**src/rtl/multicycle_ctrl.sv**
```systemverilog
// rtl/multicycle_ctrl.sv - multi-cycle FETCH/DECODE/EXEC/MEM/WB sequencer for an RV32 subset
module multicycle_ctrl #(
    parameter int MEM_TIMEOUT = 16
) (
    input  logic        clk_i,
    input  logic        rst_i,
    input  logic        run_i,
    input  logic [6:0]  opcode_i,
    input  logic        zero_i,
    input  logic        imem_ready_i,
    input  logic        dmem_ready_i,
    output logic        imem_req_o,
    output logic        dmem_req_o,
    output logic        dmem_we_o,
    output logic        ir_we_o,
    output logic        pc_we_o,
    output logic        pc_sel_o,
    output logic [2:0]  imm_sel_o,
    output logic        alu_src_o,
    output logic [1:0]  alu_op_o,
    output logic        reg_we_o,
    output logic        wb_sel_o,
    output logic        busy_o,
    output logic        err_o,
    output logic [31:0] instr_cnt_o
);
    localparam logic [6:0] OP_R   = 7'b0110011;
    localparam logic [6:0] OP_I   = 7'b0010011;
    localparam logic [6:0] OP_LW  = 7'b0000011;
    localparam logic [6:0] OP_SW  = 7'b0100011;
    localparam logic [6:0] OP_BEQ = 7'b1100011;

    localparam int WW = (MEM_TIMEOUT > 1) ? $clog2(MEM_TIMEOUT) : 1;
    localparam logic [WW-1:0] WAIT_LAST = WW'(MEM_TIMEOUT - 1);

    typedef enum logic [2:0] {
        S_IDLE, S_FETCH, S_DECODE, S_EXEC, S_MEM, S_WB, S_ERR
    } state_t;

    state_t        state_q, state_d;
    logic [6:0]    op_q;
    logic [WW-1:0] wait_cnt_q;
    logic [31:0]   instr_cnt_q;
    logic          waiting, timeout, retire;
    logic [2:0]    imm_kind;

    // A request may sit unanswered for at most MEM_TIMEOUT cycles; the last one trips ERR.
    assign waiting = (state_q == S_FETCH && !imem_ready_i) || (state_q == S_MEM && !dmem_ready_i);
    assign timeout = waiting && (wait_cnt_q == WAIT_LAST);

    always_ff @(posedge clk_i or negedge rst_i) begin
        if (!rst_i) state_q <= S_IDLE;
        else        state_q <= state_d;
    end

    always_comb begin
        state_d = state_q;
        retire  = 1'b0;
        case (state_q)
            S_IDLE:   if (run_i) state_d = S_FETCH;
            S_FETCH:  if (imem_ready_i) state_d = S_DECODE;
                      else if (timeout) state_d = S_ERR;
            S_DECODE: begin
                case (opcode_i)
                    OP_R, OP_I, OP_LW, OP_SW, OP_BEQ: state_d = S_EXEC;
                    default:                          state_d = S_ERR;
                endcase
            end
            S_EXEC: begin
                case (op_q)
                    OP_R, OP_I:   state_d = S_WB;
                    OP_LW, OP_SW: state_d = S_MEM;
                    OP_BEQ:       retire  = 1'b1;
                    default:      state_d = S_ERR;
                endcase
            end
            S_MEM: begin
                if (dmem_ready_i) begin
                    if (op_q == OP_SW) retire  = 1'b1;
                    else               state_d = S_WB;
                end else if (timeout) begin
                    state_d = S_ERR;
                end
            end
            S_WB:    retire = 1'b1;
            S_ERR:   state_d = S_ERR;
            default: state_d = S_ERR;
        endcase
        if (retire) state_d = run_i ? S_FETCH : S_IDLE;
    end

    always_ff @(posedge clk_i or negedge rst_i) begin
        if (!rst_i) begin
            op_q        <= 7'd0;
            wait_cnt_q  <= '0;
            instr_cnt_q <= 32'd0;
        end else begin
            if (state_q == S_DECODE) op_q <= opcode_i;
            if (state_d != state_q)  wait_cnt_q <= '0;
            else if (waiting)        wait_cnt_q <= wait_cnt_q + 1'b1;
            if (retire)              instr_cnt_q <= instr_cnt_q + 32'd1;
        end
    end

    always_comb begin
        case (op_q)
            OP_I, OP_LW: imm_kind = 3'd1;
            OP_SW:       imm_kind = 3'd2;
            OP_BEQ:      imm_kind = 3'd3;
            default:     imm_kind = 3'd0;
        endcase
    end

    always_comb begin
        imem_req_o = 1'b0;
        dmem_req_o = 1'b0;
        dmem_we_o  = 1'b0;
        ir_we_o    = 1'b0;
        pc_we_o    = 1'b0;
        pc_sel_o   = 1'b0;
        imm_sel_o  = 3'd0;
        alu_src_o  = 1'b0;
        alu_op_o   = 2'b00;
        reg_we_o   = 1'b0;
        wb_sel_o   = 1'b0;
        busy_o     = 1'b0;
        err_o      = 1'b0;
        case (state_q)
            S_FETCH: begin
                busy_o     = 1'b1;
                imem_req_o = 1'b1;
                ir_we_o    = imem_ready_i;
            end
            S_DECODE: busy_o = 1'b1;
            S_EXEC: begin
                busy_o    = 1'b1;
                imm_sel_o = imm_kind;
                case (op_q)
                    OP_R:         alu_op_o = 2'b10;
                    OP_I: begin
                        alu_src_o = 1'b1;
                        alu_op_o  = 2'b10;
                    end
                    OP_LW, OP_SW: alu_src_o = 1'b1;
                    OP_BEQ: begin
                        alu_op_o = 2'b01;
                        pc_we_o  = 1'b1;
                        pc_sel_o = zero_i;
                    end
                    default: ;
                endcase
            end
            S_MEM: begin
                busy_o     = 1'b1;
                imm_sel_o  = imm_kind;
                dmem_req_o = 1'b1;
                dmem_we_o  = (op_q == OP_SW);
                pc_we_o    = dmem_ready_i && (op_q == OP_SW);
            end
            S_WB: begin
                busy_o    = 1'b1;
                imm_sel_o = imm_kind;
                reg_we_o  = 1'b1;
                wb_sel_o  = (op_q == OP_LW);
                pc_we_o   = 1'b1;
            end
            S_ERR:   err_o = 1'b1;
            default: ;
        endcase
    end

    assign instr_cnt_o = instr_cnt_q;
endmodule
```
**config.mk**
```make
export PLATFORM = sky130hd
export DESIGN_NAME = multicycle_ctrl
export DESIGN_NICKNAME = d
export VERILOG_FILES = /design/src/rtl/multicycle_ctrl.sv
export SDC_FILE = /design/constraint.sdc
export NUM_CORES = 1
export LEC_CHECK = 0
export ABC_AREA = 0
export CAP_MARGIN = 20
export CORE_MARGIN = 1
export CORE_UTILIZATION = 45
export DETAILED_ROUTE_END_ITERATION = 8
export PLACE_DENSITY = 0.76
export SYNTH_ARGS = -nofsm -noshare
export SYNTH_HDL_FRONTEND = slang
export SYNTH_SLANG_ARGS = --single-unit
```
**constraint.sdc**
```tcl
create_clock -name clk_i -period 3.1 [get_ports clk_i]
set_input_delay 0.93 -clock clk_i [delete_from_list [all_inputs] [get_ports clk_i]]
set_output_delay 0.93 -clock clk_i [all_outputs]
set_load 0.02 [all_outputs]
```
==> flow_summary.ini <==
[min_path]
min_path_type = flop to flop
min_to = instr_cnt_o[31]
min_path_cells = 1
hold_start = instr_cnt_o[31]

[worst_setup_path]
end_kind = output port
r2r_end = instr_cnt_o[31]
rrSetupSlack_ns = 0.88
critical_path_class = input pin to output port
cp.arrival_ns = 2.11
cp-start-kind = input pin
r2r_cells = 8
critPathRequiredTime_ns = 2.17
r2r-start = state_q[1]
crit_fanout = 2

[route]
wirelength_um = 5090
vias = 1934
wire_per_inst_um = 13.7
first_pass_iters = 4
first_iter_violations = 73
drc_errors = 0
ant_nets = 0
vias_per_cell = 5.21

[floorplan]
pin_count = 61
dieHeight_um = 75.1
dieArea_um2 = 5630
core_area_um2 = 5140
num_rows = 26
start_util_pct = 46.7
die_w_um = 75.1

[timing]
min_period_over_period_pct = 98.0
hold_viol_final = 0
final-max-slew-violation-count = 0
fin_crit_ns = 3.04
finalSetupViolCount = 0
finClkSkew_ns = 0.0102
worst_pin_slew_ns = 0.667
max_freq_ghz = 0.329
rsz0062_at_grt = no
relSlewSlack_pct = 55.4

[global_routing]
grt_usage_pct = 19.4
grt_max_degree = 27
first_global_vias = 1758
antenna_found_initial = 0
gr-total-overflow = 0
grt_pass1_wl_um = 8170

[cts]
cts_tree = done
path_clk_slew_ns = 0.09
cts_setup_buffers = 0
cts-hold-fix-buffers = 0
numCtsBuffers = 5
cts_max_path_buffers = 2
htreeDepth = 2
clock_latency_ns = 0.30
root_buffer = clkbuf_8
cts_resized = 9
cts_sinks = 46

[logic_synthesis]
synth_cell_types = 50
synth_seq_cells = 46
synth_area_per_cell_um2 = 10.4
yosysSeqAreaShare_pct = 47.9
ys_warn_count = 0
synth_ff_type = dfrtp_1
synthCells = 232
syn_nets = 247
synthArstFlopShare_pct = 100
synth.cell_area_um2 = 2400
synth_edf_count = 0

[cells_and_area]
final_common_cell = clkdlybuf4s50_1
regArea_um2 = 1150
fill_cells = 436
drive_above_1_share_pct = 14.0
diodes = 0
area_growth_pct = 34.8
final_cell_area_um2 = 3240
final_cell_mix = clkdlybuf4s50_1 (54), dfrtp_1 (46), xnor2_1 (24), nand2_1 (17), xor2_1 (13)
multiInputGateArea_um2 = 1200
final_nets = 315

[place]
place_congestion = 0.882
portBuffers = 59
post_dp_cell_area_um2 = 3120
dp_hpwl_um = 3770

[power]
p_per_area_nw_per_um2 = 612
irDropWorstVdd_mv = 0.488
p_total_w = 0.00198
p_leak_nw = 1.46

[run_status]
outcome = finished clean

[job]
maxCapViolCount = 0
## cell usage after synthesis (all sizes together), types with 2 or more instances
cell type  number  area [um2]
clkbuf          5        18.8
nand2b          6        45.0
inv             8        30.0
o21ai           5        25.0
xnor2          24         210
a21oi           4        20.0
a21boi          2        15.0
nand2          17        63.8
dfrtp          46        1150
and3            9        56.3
nand4           9        62.6
nand3          11        60.1
nor4            5        37.5
nand3b          2        15.0
buf             5        26.3
nor3           11        55.1
mux2            8        90.1
xor2           13         114
ha              2        25.0
nor2           12        45.0
and2            5        31.3
nor4b           2        17.5
## critical path, stage by stage
cell             delay [ns]
clkdlybuf4s50_1        0.47
and2_1                 0.12
clkdlybuf4s50_1        0.59
## state kept, by name, summed over array words and instances, names as in the netlist
name and flops:
instr_cnt_o 32, op_q 7, state_q 3, wait_cnt_q 4
## cell type report
cell class              instances  area share, %
clock buffers                   6           2.55
clock inverters                 2          0.386
inverters                       8          0.927
multi-input cells             168           37.1
flip-flops and latches         46           35.5
well taps                      70           2.70
repair buffers                 71           20.8
## report_power, final
part	leakage [nW]	total [W]	switching [W]	internal (W)
registers	0.602	0.000795	0.000102	0.000693
clock network	0.0472	0.000380	0.000201	0.000179
logic	0.806	0.000806	0.000419	0.000387
total	1.46	0.00198	0.000721	0.00126
## logic make-up (layout without fill, tap and decap cells)
family,count (synthesis),in the layout,synth area share [%]
buffers and inverters,18,87,3.12
other,1,1,0.156
flip-flops,46,46,47.9
adder cells (fa/ha/maj),2,2,1.04
AND/OR/NAND/NOR,98,98,23.5
multiplexers,9,9,4.17
AO/OA/AOI/OAI,21,21,6.61
XOR/XNOR,37,37,13.5
## per-layer routing
layer	wire length [um]	GRT usage (%)
met2	2440	30.1
met3	186	4.15
met5	0	0
met4	90	7.76
met1	2370	26.6
## metrics by stage
step                      hold WS [ns]  setup WS, ns  instances  setup TNS [ns]  utilization (%)
final                            0.474        0.0620        371               0             63.0
after global routing             0.514        0.0224        371               0             63.0
after floorplan                  0.473         0.484        232               0                -
after detailed placement         0.463        -0.320        363          -0.320             60.7
after CTS                        0.478        0.0448        371               0             62.9
after global placement           0.461        -0.341        363          -0.341             60.7
## worst max path at each step
stage	startpoint	to	slack, ns	depth (start not counted)
floorplan	dmem_ready_i	pc_we_o	0.48	4
global placement	dmem_ready_i	pc_we_o	-0.34	5
detailed placement	dmem_ready_i	pc_we_o	-0.32	5
CTS	op_q[4]	pc_sel_o	0.04	6
global route	op_q[4]	alu_op_o[0]	0.02	5
finish	imem_ready_i	ir_we_o	0.06	3
Power figures use the tool's default switching activity.
